**src/rtl/mod_updown_counter_pkg.sv**
```systemverilog
// Shared constants and parameter-range helpers for the up/down counter family.
package counter_pkg;

    // Overflow behaviour selectors for the SATURATE parameter.
    localparam int CNT_MODE_WRAP = 0;
    localparam int CNT_MODE_SAT  = 1;

    // Counter width must fit the 1..32 bit range.
    function automatic bit width_ok(input int w);
        return (w >= 1) && (w <= 32);
    endfunction

    // Top of range must be non-zero and representable in w bits.
    function automatic bit max_ok(input int w, input longint m);
        longint limit;
        limit = (longint'(1) << w) - longint'(1);
        return (m >= 1) && (m <= limit);
    endfunction

endpackage

```
**src/rtl/mod_updown_counter_cnt_next_val.sv**
```systemverilog
// Combinational next-count computation with explicit bound detection.
module cnt_next_val
    import counter_pkg::*;
#(
    parameter int               WIDTH    = 4,
    parameter logic [WIDTH-1:0] MAX_V    = 4'd15,
    parameter int               SATURATE = CNT_MODE_WRAP
) (
    input  logic [WIDTH-1:0] count_i,
    input  logic             up_i,
    output logic [WIDTH-1:0] next_o,
    output logic             bound_hit_o
);

    localparam logic [WIDTH-1:0] ONE  = WIDTH'(1);
    localparam logic [WIDTH-1:0] ZERO = '0;

    // Bounds are compared before any add/subtract so the result never depends on WIDTH-bit rollover.
    always_comb begin
        next_o      = count_i;
        bound_hit_o = 1'b0;
        if (up_i) begin
            if (count_i >= MAX_V) begin
                bound_hit_o = 1'b1;
                next_o      = (SATURATE == CNT_MODE_SAT) ? MAX_V : ZERO;
            end else begin
                next_o = count_i + ONE;
            end
        end else begin
            if (count_i == ZERO) begin
                bound_hit_o = 1'b1;
                next_o      = (SATURATE == CNT_MODE_SAT) ? ZERO : MAX_V;
            end else begin
                next_o = count_i - ONE;
            end
        end
    end

endmodule

```
**src/rtl/mod_updown_counter.sv**
```systemverilog
// Parametrised up/down counter: programmable modulus, parallel load,
// synchronous clear, wrap or saturate at the bounds, pulse and sticky flags.
module mod_updown_counter
    import counter_pkg::*;
#(
    parameter int     WIDTH     = 4,
    parameter longint MAX_COUNT = 15,
    parameter int     SATURATE  = CNT_MODE_WRAP
) (
    input  logic             clk,
    input  logic             reset,
    input  logic             clear,
    input  logic             load,
    input  logic [WIDTH-1:0] load_val,
    input  logic             en,
    input  logic             up,
    output logic [WIDTH-1:0] count,
    output logic             at_max,
    output logic             at_zero,
    output logic             wrap,
    output logic             ovf_sticky
);

    if (!width_ok(WIDTH)) begin : g_bad_width
        $error("mod_updown_counter: WIDTH must be in 1..32");
    end
    if (!max_ok(WIDTH, MAX_COUNT)) begin : g_bad_max
        $error("mod_updown_counter: MAX_COUNT must be in 1..2^WIDTH-1");
    end

    localparam logic [WIDTH-1:0] MAX_V = WIDTH'(MAX_COUNT);

    logic [WIDTH-1:0] count_q, count_d;
    logic             wrap_q, wrap_d;
    logic             sticky_q, sticky_d;
    logic [WIDTH-1:0] step_val;
    logic             bound_hit;

    cnt_next_val #(
        .WIDTH    (WIDTH),
        .MAX_V    (MAX_V),
        .SATURATE (SATURATE)
    ) u_next (
        .count_i     (count_q),
        .up_i        (up),
        .next_o      (step_val),
        .bound_hit_o (bound_hit)
    );

    // Priority mux: clear > load > count enable > hold (reset handled in the register).
    always_comb begin
        count_d  = count_q;
        wrap_d   = 1'b0;
        sticky_d = sticky_q;
        if (clear) begin
            count_d  = '0;
            sticky_d = 1'b0;
        end else if (load) begin
            count_d = (load_val > MAX_V) ? MAX_V : load_val;
        end else if (en) begin
            count_d  = step_val;
            wrap_d   = bound_hit;
            sticky_d = sticky_q | bound_hit;
        end
    end

    // State registers with synchronous active-high reset.
    always_ff @(posedge clk) begin
        if (reset) begin
            count_q  <= '0;
            wrap_q   <= 1'b0;
            sticky_q <= 1'b0;
        end else begin
            count_q  <= count_d;
            wrap_q   <= wrap_d;
            sticky_q <= sticky_d;
        end
    end

    assign count      = count_q;
    assign wrap       = wrap_q;
    assign ovf_sticky = sticky_q;
    assign at_max     = (count_q == MAX_V);
    assign at_zero    = (count_q == '0);

endmodule

```
**config.mk**
```make
export PLATFORM = sky130hd
export DESIGN_NAME = mod_updown_counter
export DESIGN_NICKNAME = d
export VERILOG_FILES = /design/src/rtl/mod_updown_counter_pkg.sv /design/src/rtl/mod_updown_counter_cnt_next_val.sv /design/src/rtl/mod_updown_counter.sv
export SDC_FILE = /design/constraint.sdc
export NUM_CORES = 1
export LEC_CHECK = 0
export ABC_AREA = 1
export CELL_PAD_IN_SITES_DETAIL_PLACEMENT = 0
export CELL_PAD_IN_SITES_GLOBAL_PLACEMENT = 2
export CORE_MARGIN = 1
export CORE_UTILIZATION = 20
export DETAILED_ROUTE_END_ITERATION = 6
export HOLD_SLACK_MARGIN = 0.06
export PLACE_DENSITY_LB_ADDON = 0.3
export RECOVER_POWER = 25
export SYNTH_ARGS = -nofsm -noshare
export SYNTH_HDL_FRONTEND = slang
export SYNTH_SLANG_ARGS = --single-unit
```
**constraint.sdc**
```tcl
create_clock -name clk -period 1.5 [get_ports clk]
set_input_delay 0.45 -clock clk [delete_from_list [all_inputs] [get_ports clk]]
set_output_delay 0.45 -clock clk [all_outputs]
set_load 0.01 [all_outputs]
```
==> flow_summary.yaml, run 1 <==
pwr:
  p_leak_nw: 0.357
  seqPwrFrac_pct: 36.6
  p_comb_share_pct: 29.5
  switching_share_pct: 29.3
  p_int_mw: 0.333
  clockPowerShare_pct: 33.8
  netSwitchingPower_mw: 0.138
  ir_drop_v: 0.000420
  power_mw: 0.471
  power.density_nw_per_um2: 605
placed_design:
  place_ws_ns: -0.227
  place_congestion: 0.807
  dp_hpwl_um: 971
  port_buffers: 17
timing:
  fin_setup_tns_ns: -0.0431
  hold_viol_final: 0
  min_period_ns: 1.54
  rsz0062_at_grt: "yes"
  fin_crit_sh_pct: 103
  hold_ws_ns: 0.473
  setup_ws_ns: -0.0431
  finalSetupViolations: 1
  clock_skew_ns: 0.00305
  clock.fmax_mhz: 648
  tightestPinTransition_ns: 0.429
  drv_slew: 0
  maxSlewHeadroom_pct: 71.3
grt:
  grt_max_degree: 7
  grt_overflow_total: 0
  grt_pass1_wl_um: 1860
  antenna_found_initial: 0
  track_usage_pct: 12.1
  grt_pass1_vias: 415
cts:
  clk_path_buf_depth: 2
  post_cts_buffers: 0
  cts-htree-levels: 1
  clockRootBuffer: "clkbuf_4"
  clkSlewWorstSetupHoldPaths_ns: 0.05
  cts_tree: "done"
  cts_buffers: 3
  clock_latency_ns: 0.25
  cts_sinks: 6
critical_path:
  worstPathMaxFanout: 4
  critPathArrivalTime_ns: 1.09
  cp_data_required_time_ns: 1.05
  start_kind: "flop"
  slowest_delay_ns: 0.36
  crit_path_end_kind: "primary output"
  crit_type: "flop to primary output"
  crit_path_cell_trace: "inv_4, ha_4, inv_2, nor3_4, buf_2"
  cp_slowest_cell: "dfxtp_4"
routing:
  viasPerCell: 4.15
  routed_wl_um: 1240
  wire_per_inst_um: 10.5
  vias: 490
  route.detailed.drc: 0
  drtIter0Drc: 11
  dr.pass1.iters: 4
  ant_nets: 0
synth:
  synth_top_area_share_pct: 28.6
  syn_area_um2: 420
  avgSynthCellArea_um2: 7.13
  syn_inst: 59
  ys_warn_count: 0
  ys_seq_area_share_pct: 28.6
  yosysUniqueCellTypes: 22
  ys_ff_latch: 6
  synth_top_cells_by_area: "dfxtp_1, nand2_1, nand3_1"
  synth_area_leader_cell: "dfxtp_1"
  syn_nets: 71
layout:
  area_growth_pct: 85.1
  diodes: 0
  drive_gt1_share_pct: 37.4
  nets: 105
  final_util_pct: 39.7
floorplanning:
  rows: 16
  pin_count: 18
  die_area_um2: 2290
  start_util_pct: 21.4
  die_w_um: 47.8
  chipHeight_um: 47.8
  fp.coreArea_um2: 1960
hold_path:
  hold_path.class: "flop to flop"
outcome:
  violations: "setup timing"
  outcome: "finished, violations left"
job:
  maxCapViolCount: 0
==> power by group through the flow <==
stage	registers [mW]	logic [mW]	clock network, mW
after CTS	0.173	0.137	0.165
after detailed placement	0.176	0.142	0
after global routing	0.173	0.154	0.179
after floorplan	0.179	0.0583	0
final	0.173	0.139	0.159
after global placement	0.177	0.142	0
==> logic make-up after synthesis <==
| kind of cell | synth area share (%) |
|---|---|
| AOI/OAI and AO/OA | 13.7 |
| xor gates and xnor gates | 4.17 |
| and+or+nand+nor | 35.7 |
| buffers and inverters | 11.9 |
| DFF | 28.6 |
| adders and majority gates | 5.95 |
==> what timing repair did <==
action | in CTS | in global routing
endpoints found under the setup margin | 8 | 7
pin swaps | 0 | 1
hold buffers | 0 | 0
gates cloned | 0 | 0
resized for setup | 22 | 16
==> final timing paths <==
kind	start	cells past startpoint	slack, ns	endpoint
max	count[0]$_SDFFE_PP0P_	5	-0.04	at_zero
min	ovf_sticky$_SDFFE_PP0P_	2	0.47	ovf_sticky$_SDFFE_PP0P_
max reg2reg	count[0]$_SDFFE_PP0P_	8	0.20	count[2]$_SDFFE_PP0P_
min reg2reg	ovf_sticky$_SDFFE_PP0P_	2	0.47	ovf_sticky$_SDFFE_PP0P_
==> Yosys cell counts <==
library cell and number:
ha_1 2, a21oi_2 1, or2_1 1, a31oi_1 1, o21ai_1 1, nor3_4 1
nand3_2 1, a22oi_1 3, xor2_1 1, a21oi_1 3, nor2_2 1, clkinv_2 1
dfxtp_1 6, nand3_1 6, nand2_2 3, xnor2_1 1, inv_1 8, buf_1 1
nand2_1 12, nor2_1 3, buf_6 1, nand4_1 1
==> cells in the final DEF (no fill, tap or decap), drive strengths merged, types with 3 or more instances in the layout <==
master / n
a21oi: 4
a22oi: 3
buf: 16
clkbuf: 3
clkdlybuf4s15: 4
clkdlybuf4s50: 8
dfxtp: 6
inv: 9
nand2: 15
nand3: 7
nor2: 4
==> flip-flops by register name (all words and copies together) (netlist names) <==
| name | count |
|---|---|
| ovf_sticky | 1 |
| count | 4 |
| wrap | 1 |
==> worst max-delay path, delay by kind of cell (launching register included) <==
kind | cells | cell delay (ns)
fa+ha+maj | 1 | 0.12
buf+inv | 3 | 0.25
flops | 1 | 0.36
simple gates | 1 | 0.11
==> through the flow <==
step           area (um2)  instances
5_1_grt               778        118
3_3_place_gp          714        115
6_report              778        118
2_1_floorplan         420         59
4_1_cts               748        118
3_5_place_dp          714        115
==> per-layer routing <==
metal  track usage [%]  share of wire (%)  vias to the layer above
li1                  -                  -                      257
met1              14.9                 43                      222
met2              19.7                 53                       11
met3              5.66                4.2                        0
met4              1.67                  0                        0
met5                 0                  0                        -
==> cell type report <==
class,count,area (um2)
multi-input cells,42,277
well taps,27,33.8
flip-flops and latches,6,135
inverters,9,38.8
fillers,223,1180
repair buffers,31,272
clock buffers,3,22.5
(Power assumes the default switching activity.)
==> run 2, diff against run 1 <==
Settings changed: CORE_UTILIZATION 20 to 29, CTS_CLUSTER_DIAMETER set to 200, DONT_BUFFER_PORTS set to 1.
==> run 2 against run 1 <==
  * Sequential power barely moved
  * First-iteration DRC count fell by 27%
  * Total power shrank 13%
  * Via count is 21% lower
  * Cell count is 33% lower
  * Sequential share of layout area increased by 7.9 points
  * The flow now finishes without violations
  * Register-to-register slack better by 0.08 ns
  * Utilization down 1.7 points
==> flow_summary.yaml, run 2 (synthesis results as in run 1) <==
outcome:
  outcome: "finished, final reports clean"
layout:
  layout_commonest_cell: "nand2_1"
  fill_cells: 142
  drive_gt1_share_pct: 34.4
  design_area_um2: 500
  final_util_pct: 38.0
  nets: 78
  final-seq-area_um2: 126
  diodes: 0
  area_growth_pct: 19.0
  final_cell_mix: "nand2_1, nand3_1, inv_1, buf_4"
  largest_reg_flops: 4
  multi_input_area_um2: 263
critical_path:
  cp_data_required_time_ns: 1.05
  start_kind: "flop"
  worstPathMaxFanout: 5
  critPathArrivalTime_ns: 1.00
  crit_path_end_kind: "primary output"
  crit_type: "flop to primary output"
routing:
  vias: 389
  dr.pass1.iters: 4
  routed_wl_um: 960
  ant_nets: 0
  route.detailed.drc: 0
  viasPerCell: 4.92
  drtIter0Drc: 8
  wire_per_inst_um: 12.2
placed_design:
  place_area_um2: 447
  port_buffers: 0
  dp_hpwl_um: 763
  place_congestion: 0.725
  place_ws_ns: 0.192
cts:
  cts-htree-levels: 1
  cts_sinks: 6
  cts_buffers: 3
  clockRootBuffer: "clkbuf_4"
  cts_tree: "done"
  clkSlewWorstSetupHoldPaths_ns: 0.04
  holdBufCountCts: 0
  clock_latency_ns: 0.25
  clk_path_buf_depth: 2
hold_path:
  hold_path.class: "input port to flop"
floorplanning:
  chipHeight_um: 40.1
  fp.coreArea_um2: 1320
  start_util_pct: 31.9
  pin_count: 18
  rows: 13
  die_w_um: 40.1
  die_area_um2: 1610
timing:
  finalSetupViolations: 0
  fin_crit_sh_pct: 96.8
  setup_ws_ns: 0.0474
  min_period_ns: 1.45
  clock_skew_ns: 0.00722
  hold_viol_final: 0
  clock.fmax_mhz: 688
  tightestPinTransition_ns: 0.291
  rsz0062_at_grt: "no"
  maxSlewHeadroom_pct: 80.5
  drv_slew: 0
grt:
  grt_pass1_vias: 359
  grt_max_degree: 8
  grt_pass1_wl_um: 1590
  grt_overflow_total: 0
  antenna_found_initial: 0
  track_usage_pct: 15.2
job:
  maxCapViolCount: 0
pwr:
  ir_drop_v: 0.000353
  power.density_nw_per_um2: 816
  power_mw: 0.408
  p_leak_nw: 0.217
==> run 2: cell types whose count changed in the layout (fill, tap and decap cells not counted), sizes merged <==
cell | previous run | this run
buf | 16 | 4
clkdlybuf4s50 | 8 | 0
clkdlybuf4s15 | 4 | 0
dlygate4sd2 | 2 | 0
clkinv | 0 | 1
dlymetal6s2s | 1 | 0
inv | 9 | 8
==> run 2: per-stage QoR <==
stage,TNS (ns),hold slack [ns],instances
after floorplan,0,0.484,59
after global placement,0,0.497,75
after detailed placement,0,0.499,75
after CTS,-0.0230,0.362,79
after global routing,0,0.371,79
final,0,0.363,79
==> run 2: report_power, final <==
part | total (mW) | switching (mW) | internal (mW)
clock network | 0.152 | 0.0608 | 0.0907
logic | 0.0804 | 0.0446 | 0.0358
registers | 0.176 | 0.0108 | 0.165
total | 0.408 | 0.116 | 0.292
==> run 2: layer usage <==
metal	part of all wire, %	global-route usage (%)	up-vias
met5	0	0	-
met4	0	2.59	0
met2	48	25.0	12
met1	45	17.9	174
li1	-	-	203
met3	7.2	7.22	0
==> run 2: final cells by class <==
type / count / share of cell area, %
well taps: 15 / 3.75
flip-flops and latches: 6 / 25.2
inverters: 9 / 8.00
multi-input cells: 42 / 52.5
repair buffers: 4 / 6.00
clock buffers: 3 / 4.50
==> run 2: critical path, cell delays in order (launching register included) <==
cell	delay, ns
dfxtp_4	0.36
inv_4	0.06
ha_4	0.13
inv_4	0.04
nor3_4	0.18
==> run 2: path summary, 6_finish.rpt <==
kind                                         startpoint                 endpoint  slack [ns]  cells past startpoint
worst min-delay path                               load    count[1]$_SDFFE_PP0P_        0.36                      2
worst max register to register    count[0]$_SDFFE_PP0P_    count[3]$_SDFFE_PP0P_        0.28                      8
worst max-delay path              count[0]$_SDFFE_PP0P_                  at_zero        0.05                      4
worst min register to register  ovf_sticky$_SDFFE_PP0P_  ovf_sticky$_SDFFE_PP0P_        0.51                      2
==> run 2: what timing repair did <==
action                     4_1_cts  5_1_grt
gates resized for setup         10        1
pin swaps                        2        1
setup buffers                    1        0
setup endpoints to repair        2        2
==> run 3, diff against run 2 <==
Settings changed: RECOVER_POWER 25 to unset.
==> results of run 3 <==
The final DEF is identical to that of run 2; final timing and power are the same.
